===== src/rtl/phase_counter_pkg.sv =====
// Shared state encoding and phase codes for the phase_counter loop sequencer.
package phase_counter_pkg;

    typedef enum logic [1:0] {IDLE, RUN, DONE} state_t;

    localparam int PH_W = 3;

    localparam logic [PH_W-1:0] PH_IDLE   = 3'd0;
    localparam logic [PH_W-1:0] PH_FIRST  = 3'd1;
    localparam logic [PH_W-1:0] PH_SECOND = 3'd2;
    localparam logic [PH_W-1:0] PH_BODY   = 3'd3;
    localparam logic [PH_W-1:0] PH_LAST   = 3'd4;

endpackage


===== src/rtl/phase_counter_decode.sv =====
// phase_decode: combinational phase tagging of the current loop index.
module phase_decode
    import phase_counter_pkg::*;
#(
    parameter int WIDTH = 4
) (
    input  state_t           state,
    input  logic [WIDTH-1:0] cnt,
    input  logic [WIDTH-1:0] limit_q,
    output logic [PH_W-1:0]  phase
);

    // LAST outranks FIRST/SECOND so single- and two-iteration loops still flag their exit.
    always_comb begin
        phase = PH_IDLE;
        if (state != RUN)
            phase = PH_IDLE;
        else if (cnt == limit_q)
            phase = PH_LAST;
        else if (cnt == '0)
            phase = PH_FIRST;
        else if (cnt == WIDTH'(1))
            phase = PH_SECOND;
        else
            phase = PH_BODY;
    end

endmodule


===== src/rtl/phase_counter.sv =====
// Loop sequencer counting 0..limit with phase tags and a done pulse.
// Define PHASE_COUNTER_WRAP_EN for free-running mode (wrap at limit, exit on start).
module phase_counter
    import phase_counter_pkg::*;
#(
    parameter int WIDTH = 4
) (
    input  logic             clk,
    input  logic             resetn,
    input  logic             start,
    input  logic [WIDTH-1:0] limit,
    input  logic             stall,
    output logic             busy,
    output logic             done,
    output logic [WIDTH-1:0] cnt,
    output logic [PH_W-1:0]  phase_comb,
    output logic [PH_W-1:0]  phase_reg
);

    state_t           state, state_next;
    logic [WIDTH-1:0] cnt_next;
    logic [WIDTH-1:0] limit_q, limit_next;
`ifdef PHASE_COUNTER_WRAP_EN
    logic             wrap, wrap_next;
    logic             exit_q, exit_next;
`endif

    always_ff @(posedge clk) begin
        if (!resetn) begin
            state     <= IDLE;
            cnt       <= '0;
            limit_q   <= '0;
            phase_reg <= PH_IDLE;
`ifdef PHASE_COUNTER_WRAP_EN
            wrap      <= 1'b0;
            exit_q    <= 1'b0;
`endif
        end else begin
            state     <= state_next;
            cnt       <= cnt_next;
            limit_q   <= limit_next;
            phase_reg <= phase_comb;
`ifdef PHASE_COUNTER_WRAP_EN
            wrap      <= wrap_next;
            exit_q    <= exit_next;
`endif
        end
    end

    always_comb begin
        state_next = state;
        cnt_next   = cnt;
        limit_next = limit_q;
`ifdef PHASE_COUNTER_WRAP_EN
        wrap_next  = 1'b0;
        exit_next  = exit_q;
`endif
        case (state)
            IDLE: begin
                cnt_next = '0;
`ifdef PHASE_COUNTER_WRAP_EN
                exit_next = 1'b0;
`endif
                if (start) begin
                    state_next = RUN;
                    limit_next = limit;
                end
            end
            RUN: begin
`ifdef PHASE_COUNTER_WRAP_EN
                // An exit request raised during a stall is remembered until the iteration completes.
                if (stall)
                    exit_next = exit_q | start;
                else if (start || exit_q)
                    state_next = DONE;
                else if (cnt == limit_q) begin
                    cnt_next  = '0;
                    wrap_next = 1'b1;
                end else
                    cnt_next = cnt + 1'b1;
`else
                if (!stall) begin
                    if (cnt == limit_q)
                        state_next = DONE;
                    else
                        cnt_next = cnt + 1'b1;
                end
`endif
            end
            DONE: begin
                state_next = IDLE;
                cnt_next   = '0;
            end
            default: begin
                state_next = IDLE;
                cnt_next   = '0;
            end
        endcase
    end

    always_comb begin
        busy = (state == RUN);
`ifdef PHASE_COUNTER_WRAP_EN
        done = (state == DONE) || wrap;
`else
        done = (state == DONE);
`endif
    end

    phase_decode #(.WIDTH(WIDTH)) u_decode (
        .state   (state),
        .cnt     (cnt),
        .limit_q (limit_q),
        .phase   (phase_comb)
    );

endmodule

===== config.mk =====
export PLATFORM = sky130hd
export DESIGN_NAME = phase_counter
export DESIGN_NICKNAME = d
export VERILOG_FILES = /design/src/rtl/phase_counter_pkg.sv /design/src/rtl/phase_counter_decode.sv /design/src/rtl/phase_counter.sv
export SDC_FILE = /design/constraint.sdc
export NUM_CORES = 1
export LEC_CHECK = 0
export CORE_AREA = 2 2 45 47
export DETAILED_ROUTE_END_ITERATION = 7
export DIE_AREA = 0 0 47 49
export MAX_ROUTING_LAYER = met4
export PLACE_DENSITY_LB_ADDON = 0.3
export SYNTH_ARGS = -nofsm -noshare
export SYNTH_HDL_FRONTEND = slang
export SYNTH_SLANG_ARGS = --single-unit

===== constraint.sdc =====
create_clock -name clk -period 1.34 [get_ports clk]
set_input_delay 0.134 -clock clk [delete_from_list [all_inputs] [get_ports clk]]
set_output_delay 0.134 -clock clk [all_outputs]
set_load 0.03 [all_outputs]

Word level (Yosys, flattened, before mapping)
Index checks and enable logic that the tools add are counted.
{"block": "totals", "regBits": 13, "out_inout_bits": 12, "in_bits": 8}
{"block": "classes", "muxes": 8, "n_addsub": 1, "n_eq_ne": 8, "reduce_logical": 6, "bitwise_logic": 2}
{"op": "two-way mux 3 bit", "count": 3}
{"op": "two-way mux 2 bit", "count": 3}
{"op": "AND reduction 2 bit", "count": 3}
{"op": "adder 4 x 1 -> 4 bit, second input constant", "count": 1}
{"op": "equality test 4 x 1 -> 1 bit, second input constant", "count": 1}
{"op": "equality test 4 bit", "count": 1}
{"op": "zero test 4 bit", "count": 1}
{"op": "!= test 2 x 1 -> 1 bit, second input constant", "count": 2}
{"op": "!= test 2 bit, second input constant", "count": 2}
{"op": "one-hot mux 2 bit (2 select lines)", "count": 1}
{"op": "AND reduction 3 bit", "count": 1}
{"op": "equality test 2 x 1 -> 1 bit, second input constant", "count": 1}
{"op": "equality test 2 bit, second input constant", "count": 1}
{"op": "zero test 2 bit", "count": 1}
{"op": "inverter 1 bit", "count": 2}
{"op": "two-way mux 1 bit", "count": 1}

Depth between registers and ports, before layout
Gate-level depths: netlist of run 1.
{"block": "logic_depth", "word_depth": 5, "mapped_depth": 5}

By module
A second synthesis of run 1 with hierarchy kept.
{"block": "hier_totals", "cells_unflattened": 61, "area_unflattened_um2": 624.3}
{"mod": "phase_counter", "area_each_um2": 538.0, "instances": 1, "cells_each": 50, "seq_area_each_um2": 260.2}
{"mod": "phase_decode", "area_each_um2": 86.3, "instances": 1, "cells_each": 11, "seq_area_each_um2": 0.0}

Worst setup path after synthesis of run 1
Ideal clock, no wire load.
{"block": "synth_timing", "path_kind": "register -> output", "startpoint": "reg cnt[0]", "endpoint": "out phase_comb[0]", "arrival_time_ps": 1537, "t_required_ps": 1206, "setup_slack_ps": -331, "stages_incl_launch_ff": 5, "n_path_buf": 0, "cell_sequence": "dfxtp_1 -> xnor2_1 -> nand4_1 -> o41ai_1 -> nor2_1"}
{"block": "synth_between", "elab_chain_len": 5}
{"item": "start, declared", "line": "phase_counter.sv:15", "source": "output logic [WIDTH-1:0] cnt,"}
{"item": "start signal, assigned", "line": "phase_counter.sv:40", "source": "cnt <= cnt_next;"}
{"item": "equality test 4 x 1 -> 1 bit", "line": "phase_counter_decode.sv:22", "source": "else if (cnt == WIDTH'(1))"}
{"item": "two-way mux 1 bit", "line": "phase_counter_decode.sv:22"}
{"item": "two-way mux 3 bit", "line": "phase_counter_decode.sv:20", "source": "else if (cnt == '0)"}
{"item": "two-way mux 3 bit (*)", "line": "phase_counter_decode.sv:18", "source": "else if (cnt == limit_q)"}
{"item": "two-way mux 3 bit (*)", "line": "phase_counter_decode.sv:16", "source": "if (state != RUN)"}
{"item": "end, declared", "line": "phase_counter.sv:16", "source": "output logic [PH_W-1:0] phase_comb,"}
Every way passes the cells marked *; elsewhere a longest branch is shown, timed or not.

Worst setup path in the final report of run 1
Same ends and word-level chain as after synthesis.

==> results of run 1 <==
power by group through the flow:
| stage | clock network (uW) | logic [uW] | registers [uW] |
|---|---|---|---|
| after floorplan | 0 | 128 | 434 |
| after global placement | 0 | 253 | 425 |
| after detailed placement | 0 | 255 | 426 |
| after CTS | 250 | 323 | 419 |
| after global routing | 274 | 367 | 420 |
| final | 251 | 346 | 418 |
Yosys cell counts:
master / number
sky130_fd_sc_hd__nor3_1: 2
sky130_fd_sc_hd__nand2_1: 3
sky130_fd_sc_hd__inv_1: 4
sky130_fd_sc_hd__xnor2_1: 6
sky130_fd_sc_hd__dfxtp_1: 13
sky130_fd_sc_hd__nand2b_1: 2
sky130_fd_sc_hd__nor3b_2: 1
sky130_fd_sc_hd__o41ai_1: 1
sky130_fd_sc_hd__a41oi_2: 1
sky130_fd_sc_hd__nor2_1: 11
sky130_fd_sc_hd__mux2i_1: 6
sky130_fd_sc_hd__or2_2: 1
sky130_fd_sc_hd__nand3_1: 1
sky130_fd_sc_hd__a41oi_1: 1
sky130_fd_sc_hd__o21ai_0: 1
sky130_fd_sc_hd__nand4_1: 2
sky130_fd_sc_hd__ha_1: 3
sky130_fd_sc_hd__nor2b_1: 5
per-stage QoR:
step	util (%)	total power, uW
after global routing	61.7	1060
after detailed placement	52.4	681
after CTS	60.0	992
final	61.7	1010
after floorplan	-	562
after global placement	52.4	677
how the worst max path moves through the flow:
stage	startpoint	cells after the start	slack, ns	end
after floorplan	cnt[0]	3	-0.06	phase_comb[2]
after global placement	cnt[1]	5	-0.39	phase_comb[0]
after detailed placement	cnt[1]	5	-0.43	phase_comb[0]
after CTS	cnt[1]	6	-0.23	phase_comb[0]
after global routing	cnt[3]	6	-0.31	phase_comb[0]
final	cnt[0]	5	-0.26	phase_comb[0]
critical path, stage by stage (launching register included):
cell	delay (ns)
sky130_fd_sc_hd__dfxtp_4	0.38
sky130_fd_sc_hd__inv_1	0.07
sky130_fd_sc_hd__ha_4	0.17
sky130_fd_sc_hd__o41ai_4	0.35
sky130_fd_sc_hd__nor2_2	0.06
sky130_fd_sc_hd__buf_6	0.14
cell families (layout without fill, tap and decap cells):
group	after synthesis	in the layout
fa+ha+maj	3	3
mux	6	6
xor+xnor	6	6
compound gates	4	4
buf+inv	4	47
simple gates	28	28
flops	13	13
cell type report:
type                    count  share of cell area [%]
repair buffers             39                    30.3
inverters                   4                    1.32
flip-flops and latches     13                    24.0
well taps                  27                    2.97
multi-input cells          47                    39.1
clock buffers               4                    2.31
what timing repair did:
action | CTS | global route
pin swaps | 4 | 6
endpoints found under the setup margin | 14 | 12
cloned | 0 | 0
gates resized for setup | 44 | 9
setup buffers | 5 | 1
hold buffers | 0 | 0
per-layer routing:
| metal | vias up | routed length (um) | GRT usage [%] |
|---|---|---|---|
| met2 | 16 | 846 | 22.4 |
| met3 | 6 | 51 | 2.22 |
| li1 | 302 | - | - |
| met1 | 277 | 612 | 16.2 |
| met4 | 0 | 55 | 12.5 |
| met5 | - | 0 | - |
==> results.txt, run 1 <==
----------------------------------------------------
[Power and ir drop]
  Net switching fraction of the power ... ~30%
  Sequential fraction of design power ... slightly above 40%
  Largest vdd supply drop ... 389 uV
  Leakage power figure ... between 0.0004 and 0.0005 uW
  Net load switching power ... ~300 uW
  Power density over the cells ... about 890 nW/um^2
  Internal power summed over all cells ... approximately 710 uW
  Clock power share ... 24.7%
  Portion of total power attributed to combinational logic ... around a third

[Yosys]
  Total of flip-flops plus latches after synthesis ... 13
  Combinational family with the most area after synthesis ... simple AND/OR/NAND/NOR gates
  Fraction of the mapped netlist area in adder cells ... under 10%
  Part of the Yosys area used for sequential elements ... a little over two fifths
  Portion of synthesized cell area occupied by the leading cell type ... between 40 and 50%
  Multiplexer share of the synthesized area ... under 10%
  Area of the mapped netlist ... just over 600 um^2
  Synthesis warning total ... 0
  Simple-gate share of the synthesized area ... about a quarter
  Number of nets in the synthesized netlist ... between 70 and 80
  Xor-xnor portion of the synthesized cell area ... just under 9%
  Mean instance size in the synthesized netlist ... 9.48 um^2
  Most area-consuming cells after synthesis ... sky130_fd_sc_hd__dfxtp_1, sky130_fd_sc_hd__mux2i_1, sky130_fd_sc_hd__xnor2_1, sky130_fd_sc_hd__nor2_1, sky130_fd_sc_hd__ha_1
  Synth unique cells ... 18
  Number of instances in the synthesized netlist ... 64
  Most area-hungry cell type in the Yosys netlist ... sky130_fd_sc_hd__dfxtp_1
  Compound-gate portion of the synthesized area ... 6.39%

[Hold path]
  Class of the most critical hold timing path ... in -> reg
  Hold path depth ... 3
  Min-Delay Endpoint ... limit_q[2]
  Startpoint of the lowest-slack hold path ... limit[2]

[Drt]
  Post-detailed-route via-to-cell ratio ... 4.49
  # DRC ... 0
  Post-DRT Antenna Nets ... 0
  Vias ... between 600 and 700
  Post-detailed-routing wire length ... about 1600 um
  Detail-routed net length per standard cell ... between 10 and 15 um
  Iter 0 DRT Violations ... 5
  Detailed-router iteration count before antenna repair ... 4

[Placement]
  GPL Wtd Cong ... ~0.83
  Half-perimeter wire length of the detailed placement result ... around 1100 um
  Minimum setup slack after placement ... -0.433 ns
  Post-Place Cell Area ... slightly below 1000 um^2
  Port Buffers ... 19
  Placed instance count ... roughly 130

[Timing]
  Shortest clock period the worst path allows after layout ... between 1.5 and 2 ns
  Relative max-transition margin ... between 70% and 80%
  Final-report hold violation count ... 0
  Setup repair after global routing missed its margin ... true
  Clock Skew ... 0.00734 ns
  Achievable frequency ... ~630 MHz
  Sum of negative setup slack ... -0.629 ns
  Fraction of the cycle the final worst path needs ... 119%
  Pin slew with the least headroom to its limit ... between 0.3 and 0.4 ns
  Worst Setup Slack, final ... -0.255 ns
  Finish-stage setup viols ... 3
  Number of pins exceeding their max-slew limit in the final report ... 0
  Tightest hold margin ... between 0.4 and 0.5 ns

[Layout]
  Cell area after layout ... roughly 1100 um^2
  Sequential cell area ... 273 um^2
  Leading cell types in the layout, fill and taps excluded ... sky130_fd_sc_hd__buf_4, sky130_fd_sc_hd__nor2_1, sky130_fd_sc_hd__clkdlybuf4s50_1, sky130_fd_sc_hd__dfxtp_1
  Most common cell after layout, fill and taps aside ... sky130_fd_sc_hd__buf_4
  Area overhead of the layout relative to synthesis ... 87.2%
  Final std cells w/o fill ... 134
  # nets final ... between 100 and 150
  Share of final-layout standard cells stronger than drive strength 1 ... slightly below 50%
  Fillers ... between 150 and 200
  Diode count ... 0
  Area occupied by multi-input gates ... ~440 um^2

[Global routing]
  All-layer global routing usage ... approximately 15%
  Number of global-route vias before repair ... 544
  Pin count of the biggest net entering global routing ... 8
  Antenna violations before repair ... 0
  First-pass GRT wire length ... approximately 2300 um
  Global-route congestion overflow total ... 0

[Setup path]
  Internal reg-to-reg setup slack ... around 0.040 ns
  Endpoint required time on the critical path ... approximately 1.2 ns
  Startpoint of the most critical register-to-register path ... cnt[3]
  Crit path max fanout ... 4
  Signal arrival time at the worst endpoint ... approximately 1.5 ns
  Critical Path End Type ... output port
  Destination of the worst register-to-register timing path ... cnt[3]
  Reg2Reg Depth ... 5
  Type of the worst setup path ... reg -> out
  Sort of element at the start of the critical path ... flip-flop

[Clock network]
  TritonCTS clock tree ... done
  Sinks on the clock net ... 13
  Deepest level of the CTS H-tree ... 1
  Root Driver ... sky130_fd_sc_hd__clkbuf_4
  CTS Buf Count ... 3
  Maximum buffer depth of the clock tree ... 2
  Clock slew at the register clock pins of the worst setup and hold paths ... approximately 0.080 ns
  Worst-skew pair later-pin latency ... between 0.2 and 0.3 ns

[Run status]
  Failing checks ... negative setup slack
  Outcome ... complete, but fails checks

[Floorplanning]
  Core Rows ... 16
  Number of top-level pins ... 20
  Initial Utilization ... about 33%
  Floorplan core area ... roughly 1800 um^2
  Width of the chip ... around 47 um
  Height of the die ... 49 um
  Area of the die ... 2300 um^2

[Run]
  Count of max-cap constraint violations ... 0

----------------------------------------------------
No activity file was read; power rests on OpenSTA's default activity.
==> inputs of run 2 (changes only) <==
--- a/config.mk
+++ b/config.mk
@@ -5,9 +5,9 @@
 export SDC_FILE = /design/constraint.sdc
 export NUM_CORES = 1
 export LEC_CHECK = 0
-export CORE_AREA = 2 2 45 47
+export CORE_AREA = 2 2 48 50
 export DETAILED_ROUTE_END_ITERATION = 7
-export DIE_AREA = 0 0 47 49
+export DIE_AREA = 0 0 50 52
 export MAX_ROUTING_LAYER = met4
 export PLACE_DENSITY_LB_ADDON = 0.3
 export SYNTH_ARGS = -nofsm -noshare
==> run 2 against run 1 <==
Net effect:
- the flow still finishes with violations (negative setup slack)
- non-clock buffer count is the same
- worst hold slack got worse by 0.014 ns
- critical path depth increased by 1
- first-iteration DRC count is 20% lower
- sequential share of layout area grew 0.58 points
- power fell by 2.1%
- via count shrank 1.8%
- combinational power is 5.8% lower
- clock-buffer cell count is the same
- largest cell class unchanged
==> results.txt, run 2 (synthesized netlist as in run 1, its figures left out) <==
----------------------------------------------------
[Layout]
  Final core occ ... between 50% and 60%
  Fillers ... 194
  # nets final ... about 120
  Diode count ... 0
  Area overhead of the layout relative to synthesis ... 86.2%
  Most common cell after layout, fill and taps aside ... sky130_fd_sc_hd__buf_4
  Leading cell types in the layout, fill and taps excluded ... sky130_fd_sc_hd__buf_4, sky130_fd_sc_hd__nor2_1, sky130_fd_sc_hd__clkdlybuf4s50_1, sky130_fd_sc_hd__mux2i_1
  Share of final-layout standard cells stronger than drive strength 1 ... between 50% and 60%

[Clock network]
  Root Driver ... sky130_fd_sc_hd__clkbuf_4
  Clock slew at the register clock pins of the worst setup and hold paths ... 0.08 ns
  Maximum buffer depth of the clock tree ... 2
  Worst-skew pair later-pin latency ... 0.28 ns
  CTS Buf Count ... 3
  TritonCTS clock tree ... done
  Deepest level of the CTS H-tree ... 1
  Sinks on the clock net ... 13
  Post-cts hold buffer count ... 0

[Drt]
  Detail-routed net length per standard cell ... ~12 um
  Vias ... ~600
  # DRC ... 0
  Post-detailed-route via-to-cell ratio ... 4.37
  Post-DRT Antenna Nets ... 0
  Iter 0 DRT Violations ... 4
  Post-detailed-routing wire length ... approximately 1600 um
  Detailed-router iteration count before antenna repair ... 4

[Timing]
  Worst Setup Slack, final ... -0.197 ns
  Tightest hold margin ... between 0.4 and 0.5 ns
  Pin slew with the least headroom to its limit ... ~0.3 ns
  Setup repair after global routing missed its margin ... true
  Achievable frequency ... between 600 and 700 MHz
  Number of pins exceeding their max-slew limit in the final report ... 0
  Fraction of the cycle the final worst path needs ... 115%
  Final-report hold violation count ... 0
  Relative max-transition margin ... between 80 and 90%
  Shortest clock period the worst path allows after layout ... ~1.5 ns
  Clock Skew ... 0.00210 ns
  Finish-stage setup viols ... 3

[Setup path]
  Type of the worst setup path ... reg -> out
  Signal arrival time at the worst endpoint ... around 1.4 ns
  Endpoint required time on the critical path ... approximately 1.2 ns
  Sort of element at the start of the critical path ... flip-flop
  Crit path max fanout ... 3
  Critical Path End Type ... output port

[Run status]
  Outcome ... complete, but fails checks
  Failing checks ... negative setup slack

[Power and ir drop]
  Pwr Total ... roughly 990 uW
  Largest vdd supply drop ... 408 uV
  Power density over the cells ... between 800 and 900 nW/um^2
  Leakage power figure ... about 0.00048 uW

[Placement]
  GPL Wtd Cong ... 0.751
  Half-perimeter wire length of the detailed placement result ... approximately 1100 um
  Port Buffers ... 19

[Floorplanning]
  Width of the chip ... 50 um
  Floorplan core area ... 2110 um^2
  Core Rows ... 17
  Area of the die ... between 2000 and 3000 um^2
  Initial Utilization ... a little under 30%
  Height of the die ... around 52 um
  Number of top-level pins ... 20

[Global routing]
  Number of global-route vias before repair ... 564
  Pin count of the biggest net entering global routing ... 8
  Global-route congestion overflow total ... 0
  All-layer global routing usage ... ~14%
  First-pass GRT wire length ... between 2000 and 3000 um
  Antenna violations before repair ... 0

[Run]
  Count of max-cap constraint violations ... 0

[Hold path]
  Class of the most critical hold timing path ... in -> reg

----------------------------------------------------
-- run 2: cell types whose count changed in the layout (fill, tap and decap cells not counted) --
| cell | before | now |
|---|---|---|
| sky130_fd_sc_hd__buf_4 | 18 | 21 |
| sky130_fd_sc_hd__buf_6 | 6 | 3 |
| sky130_fd_sc_hd__dfxtp_1 | 7 | 5 |
| sky130_fd_sc_hd__clkdlybuf4s15_1 | 4 | 3 |
| sky130_fd_sc_hd__dfxtp_2 | 4 | 5 |
| sky130_fd_sc_hd__dfxtp_4 | 2 | 3 |
| sky130_fd_sc_hd__dlygate4sd2_1 | 3 | 4 |
| sky130_fd_sc_hd__inv_1 | 2 | 1 |
| sky130_fd_sc_hd__inv_2 | 2 | 3 |
-- run 2: critical path: stages, from the launching register on --
cell	delay, ns
sky130_fd_sc_hd__dfxtp_2	0.35
sky130_fd_sc_hd__xnor2_2	0.17
sky130_fd_sc_hd__nand4_1	0.17
sky130_fd_sc_hd__buf_4	0.18
sky130_fd_sc_hd__o41ai_4	0.05
sky130_fd_sc_hd__nor2_2	0.06
sky130_fd_sc_hd__buf_6	0.14
-- run 2: per-stage QoR --
step	setup WS [ns]	area (um^2)	instances	setup TNS, ns
floorplan	-0.0618	634	64	-0.109
global placement	-0.404	967	126	-0.817
detailed placement	-0.413	967	126	-0.859
CTS	-0.232	1090	134	-0.512
global route	-0.246	1130	135	-0.720
finish	-0.197	1130	135	-0.501
-- run 2: final cells by class --
class / count / area, um^2 / share of cell area [%]
multi-input combinational: 47 / 444 / 39.3
timing repair buffer: 39 / 332 / 29.3
clock buffer: 4 / 26.3 / 2.33
inverter: 4 / 15.0 / 1.33
tap: 28 / 35.0 / 3.10
sequential: 13 / 278 / 24.6
-- run 2: what timing repair did --
item                                    4_1_cts  5_1_grt
endpoints found under the hold margin         0        0
gates resized for setup                      40       13
endpoints found under the setup margin       13       11
buffers inserted                              4        2
pin swaps                                     7        7
-- run 2: path summary, 6_finish.rpt --
kind              startpoint       endpoint  slack, ns  cells after the start
setup / recovery  limit_q[0]  phase_comb[0]      -0.20                      6
setup reg to reg      cnt[2]         cnt[3]       0.04                      5
hold reg to reg   limit_q[2]     limit_q[2]       0.55                      2
hold / removal      limit[2]     limit_q[2]       0.46                      3
-- run 2: power breakdown --
part	switching (uW)	internal (uW)	total, uW	leakage, uW
Sequential	16.5	401	418	0.000110
Combinational	152	174	326	0.000350
Clock	134	116	249	0.0000150
Total	302	691	993	0.000475
-- run 2: per-layer routing --
metal	global-route usage, %	up-vias	wire length, um
met1	15.9	262	653
met5	-	-	0
li1	-	304	-
met3	2.01	5	76
met2	21.9	19	769
met4	12.5	0	61
==> inputs of run 3 (changes only) <==
--- a/config.mk
+++ b/config.mk
@@ -5,9 +5,11 @@
 export SDC_FILE = /design/constraint.sdc
 export NUM_CORES = 1
 export LEC_CHECK = 0
+export CAP_MARGIN = 15
 export CORE_AREA = 2 2 48 50
 export DETAILED_ROUTE_END_ITERATION = 7
 export DIE_AREA = 0 0 50 52
+export DONT_BUFFER_PORTS = 1
 export MAX_ROUTING_LAYER = met4
 export PLACE_DENSITY_LB_ADDON = 0.3
 export SYNTH_ARGS = -nofsm -noshare
==> run 3 against run 2 <==
Net effect:
- the flow still finishes with violations (negative setup slack)
- largest power group unchanged
- via count is 6.4% lower
- power shrank 2.8%
- worst setup slack worse by 0.012 ns
- worst hold slack worse by 0.46 ns
- critical path depth unchanged
- cell count is 10% lower
- flip-flop and latch count is the same
- design area decreased by 9.7%
- combinational power decreased by 13%
- sequential power increased by 3%
==> results.txt, run 3 (synthesized netlist as in run 1, its figures left out) <==
----------------------------------------------------
[Layout]
  Leading cell types in the layout, fill and taps excluded ... sky130_fd_sc_hd__buf_4, sky130_fd_sc_hd__nor2_1, sky130_fd_sc_hd__mux2i_1, sky130_fd_sc_hd__dfxtp_2, sky130_fd_sc_hd__buf_6
  # nets final ... around 110
  Cell area after layout ... 1020 um^2
  Sequential cell area ... between 200 and 300 um^2
  Share of final-layout standard cells stronger than drive strength 1 ... 58.1%
  Final core occ ... 48.4%
  Diode count ... 0
  Final std cells w/o fill ... 121
  Area occupied by multi-input gates ... ~450 um^2
  Area overhead of the layout relative to synthesis ... 68.0%
  Fillers ... 196
  Most common cell after layout, fill and taps aside ... sky130_fd_sc_hd__buf_4

[Clock network]
  Deepest level of the CTS H-tree ... 1
  CTS Buf Count ... 3
  Clock slew at the register clock pins of the worst setup and hold paths ... about 0.09 ns
  TritonCTS clock tree ... done
  Worst-skew pair later-pin latency ... roughly 0.28 ns
  Maximum buffer depth of the clock tree ... 2
  Sinks on the clock net ... 13
  Root Driver ... sky130_fd_sc_hd__clkbuf_4

[Drt]
  Detailed-router iteration count before antenna repair ... 4
  Post-detailed-routing wire length ... 1560 um
  Wire length the detailed router placed on met1 ... 669 um
  Post-DRT Antenna Nets ... 0
  Detail-routed net length per standard cell ... approximately 13 um
  Top layer used by detailed routing ... met4
  Post-detailed-route via-to-cell ratio ... between 4 and 5
  Metal2 WL ... 791 um
  Vias ... 552
  Met3 routed wirelength ... approximately 80 um
  # DRC ... 0
  Iter 0 DRT Violations ... 5

[Timing]
  Worst Setup Slack, final ... -0.209 ns
  Relative max-transition margin ... 80.0%
  Clock Skew ... about 0.0041 ns
  Pin slew with the least headroom to its limit ... 0.300 ns
  Number of pins exceeding their max-slew limit in the final report ... 0
  Shortest clock period the worst path allows after layout ... between 1.5 and 2 ns
  Setup repair after global routing missed its margin ... true
  Finish-stage setup viols ... 3
  Achievable frequency ... ~650 MHz
  Final-report hold violation count ... 0
  Fraction of the cycle the final worst path needs ... 116%
  Sum of negative setup slack ... -0.429 ns

[Run]
  Count of max-cap constraint violations ... 0

[Floorplanning]
  Number of top-level pins ... 20
  Initial Utilization ... between 20% and 30%
  Height of the die ... between 50 and 60 um
  Width of the chip ... about 50 um
  Floorplan core area ... 2110 um^2
  Core Rows ... 17
  Area of the die ... ~2600 um^2

[Placement]
  Half-perimeter wire length of the detailed placement result ... ~1100 um
  GPL Wtd Cong ... approximately 0.72
  Placed instance count ... about 110
  Post-Place Cell Area ... between 700 and 800 um^2
  Port Buffers ... 0

[Global routing]
  Pin count of the biggest net entering global routing ... 8
  Antenna violations before repair ... 0
  First-pass GRT wire length ... 2660 um
  All-layer global routing usage ... ~14%
  Global-route congestion overflow total ... 0
  Number of global-route vias before repair ... 587

[Hold path]
  Class of the most critical hold timing path ... in -> reg

[Power and ir drop]
  Leakage power figure ... 0.000401 uW
  Power density over the cells ... 947 nW/um^2
  Pwr Total ... between 900 and 1000 uW
  Largest vdd supply drop ... between 300 and 400 uV

[Setup path]
  Critical Path End Type ... output port
  Signal arrival time at the worst endpoint ... between 1 and 1.5 ns
  Crit path max fanout ... 3
  Sort of element at the start of the critical path ... flip-flop
  Type of the worst setup path ... reg -> out
  Endpoint required time on the critical path ... about 1.2 ns

[Run status]
  Failing checks ... negative setup slack
  Outcome ... complete, but fails checks

----------------------------------------------------
[run 3: routing by layer]
metal / up-vias / track usage (%)
met5: - / -
met4: 0 / 10.6
met3: 4 / 2.87
met2: 18 / 21.1
met1: 255 / 17.1
li1: 275 / -
[run 3: stage by stage]
step / worst slack (ns) / hold WS (ns)
6_report: -0.209 / 0.000741
5_1_grt: -0.268 / 0.00326
4_1_cts: -0.214 / 0.000574
3_5_place_dp: -0.0292 / 0.221
3_3_place_gp: -0.00750 / 0.224
2_1_floorplan: -0.0618 / 0.213
[run 3: repair_timing]
action	4_1_cts	5_1_grt
hold buffers	2	0
gates cloned	0	0
gates resized for setup	22	7
pin swaps	6	8
endpoints found under the setup margin	4	7
buffers inserted	5	3
hold endpoints to repair	6	0
[run 3: critical path, cell delays in order, from the launching register on]
cell and delay (ns):
sky130_fd_sc_hd__dfxtp_4 0.38, sky130_fd_sc_hd__inv_4 0.06, sky130_fd_sc_hd__ha_4 0.12, sky130_fd_sc_hd__inv_2 0.04, sky130_fd_sc_hd__o41ai_4 0.32, sky130_fd_sc_hd__nor2_2 0.08
sky130_fd_sc_hd__buf_6 0.14
[run 3: layout make-up]
type | instances | share of cell area [%]
inverter | 4 | 1.72
multi-input combinational | 47 | 44.2
clock buffer | 4 | 2.58
timing repair buffer | 25 | 21.1
tap | 28 | 3.44
sequential | 13 | 27.0
[run 3: path summary, 6_finish.rpt]
check	from	cells after the start	to	slack (ns)
max	cnt[1]	6	phase_comb[0]	-0.21
min	stall	2	state[0]	0.0007
max reg2reg	cnt[1]	6	cnt[3]	0.01
min reg2reg	limit_q[3]	2	limit_q[3]	0.55
[run 3: power by group]
group | internal, uW | switching [uW]
logic | 154 | 131
clock network | 115 | 136
registers | 404 | 26.1
total | 672 | 293
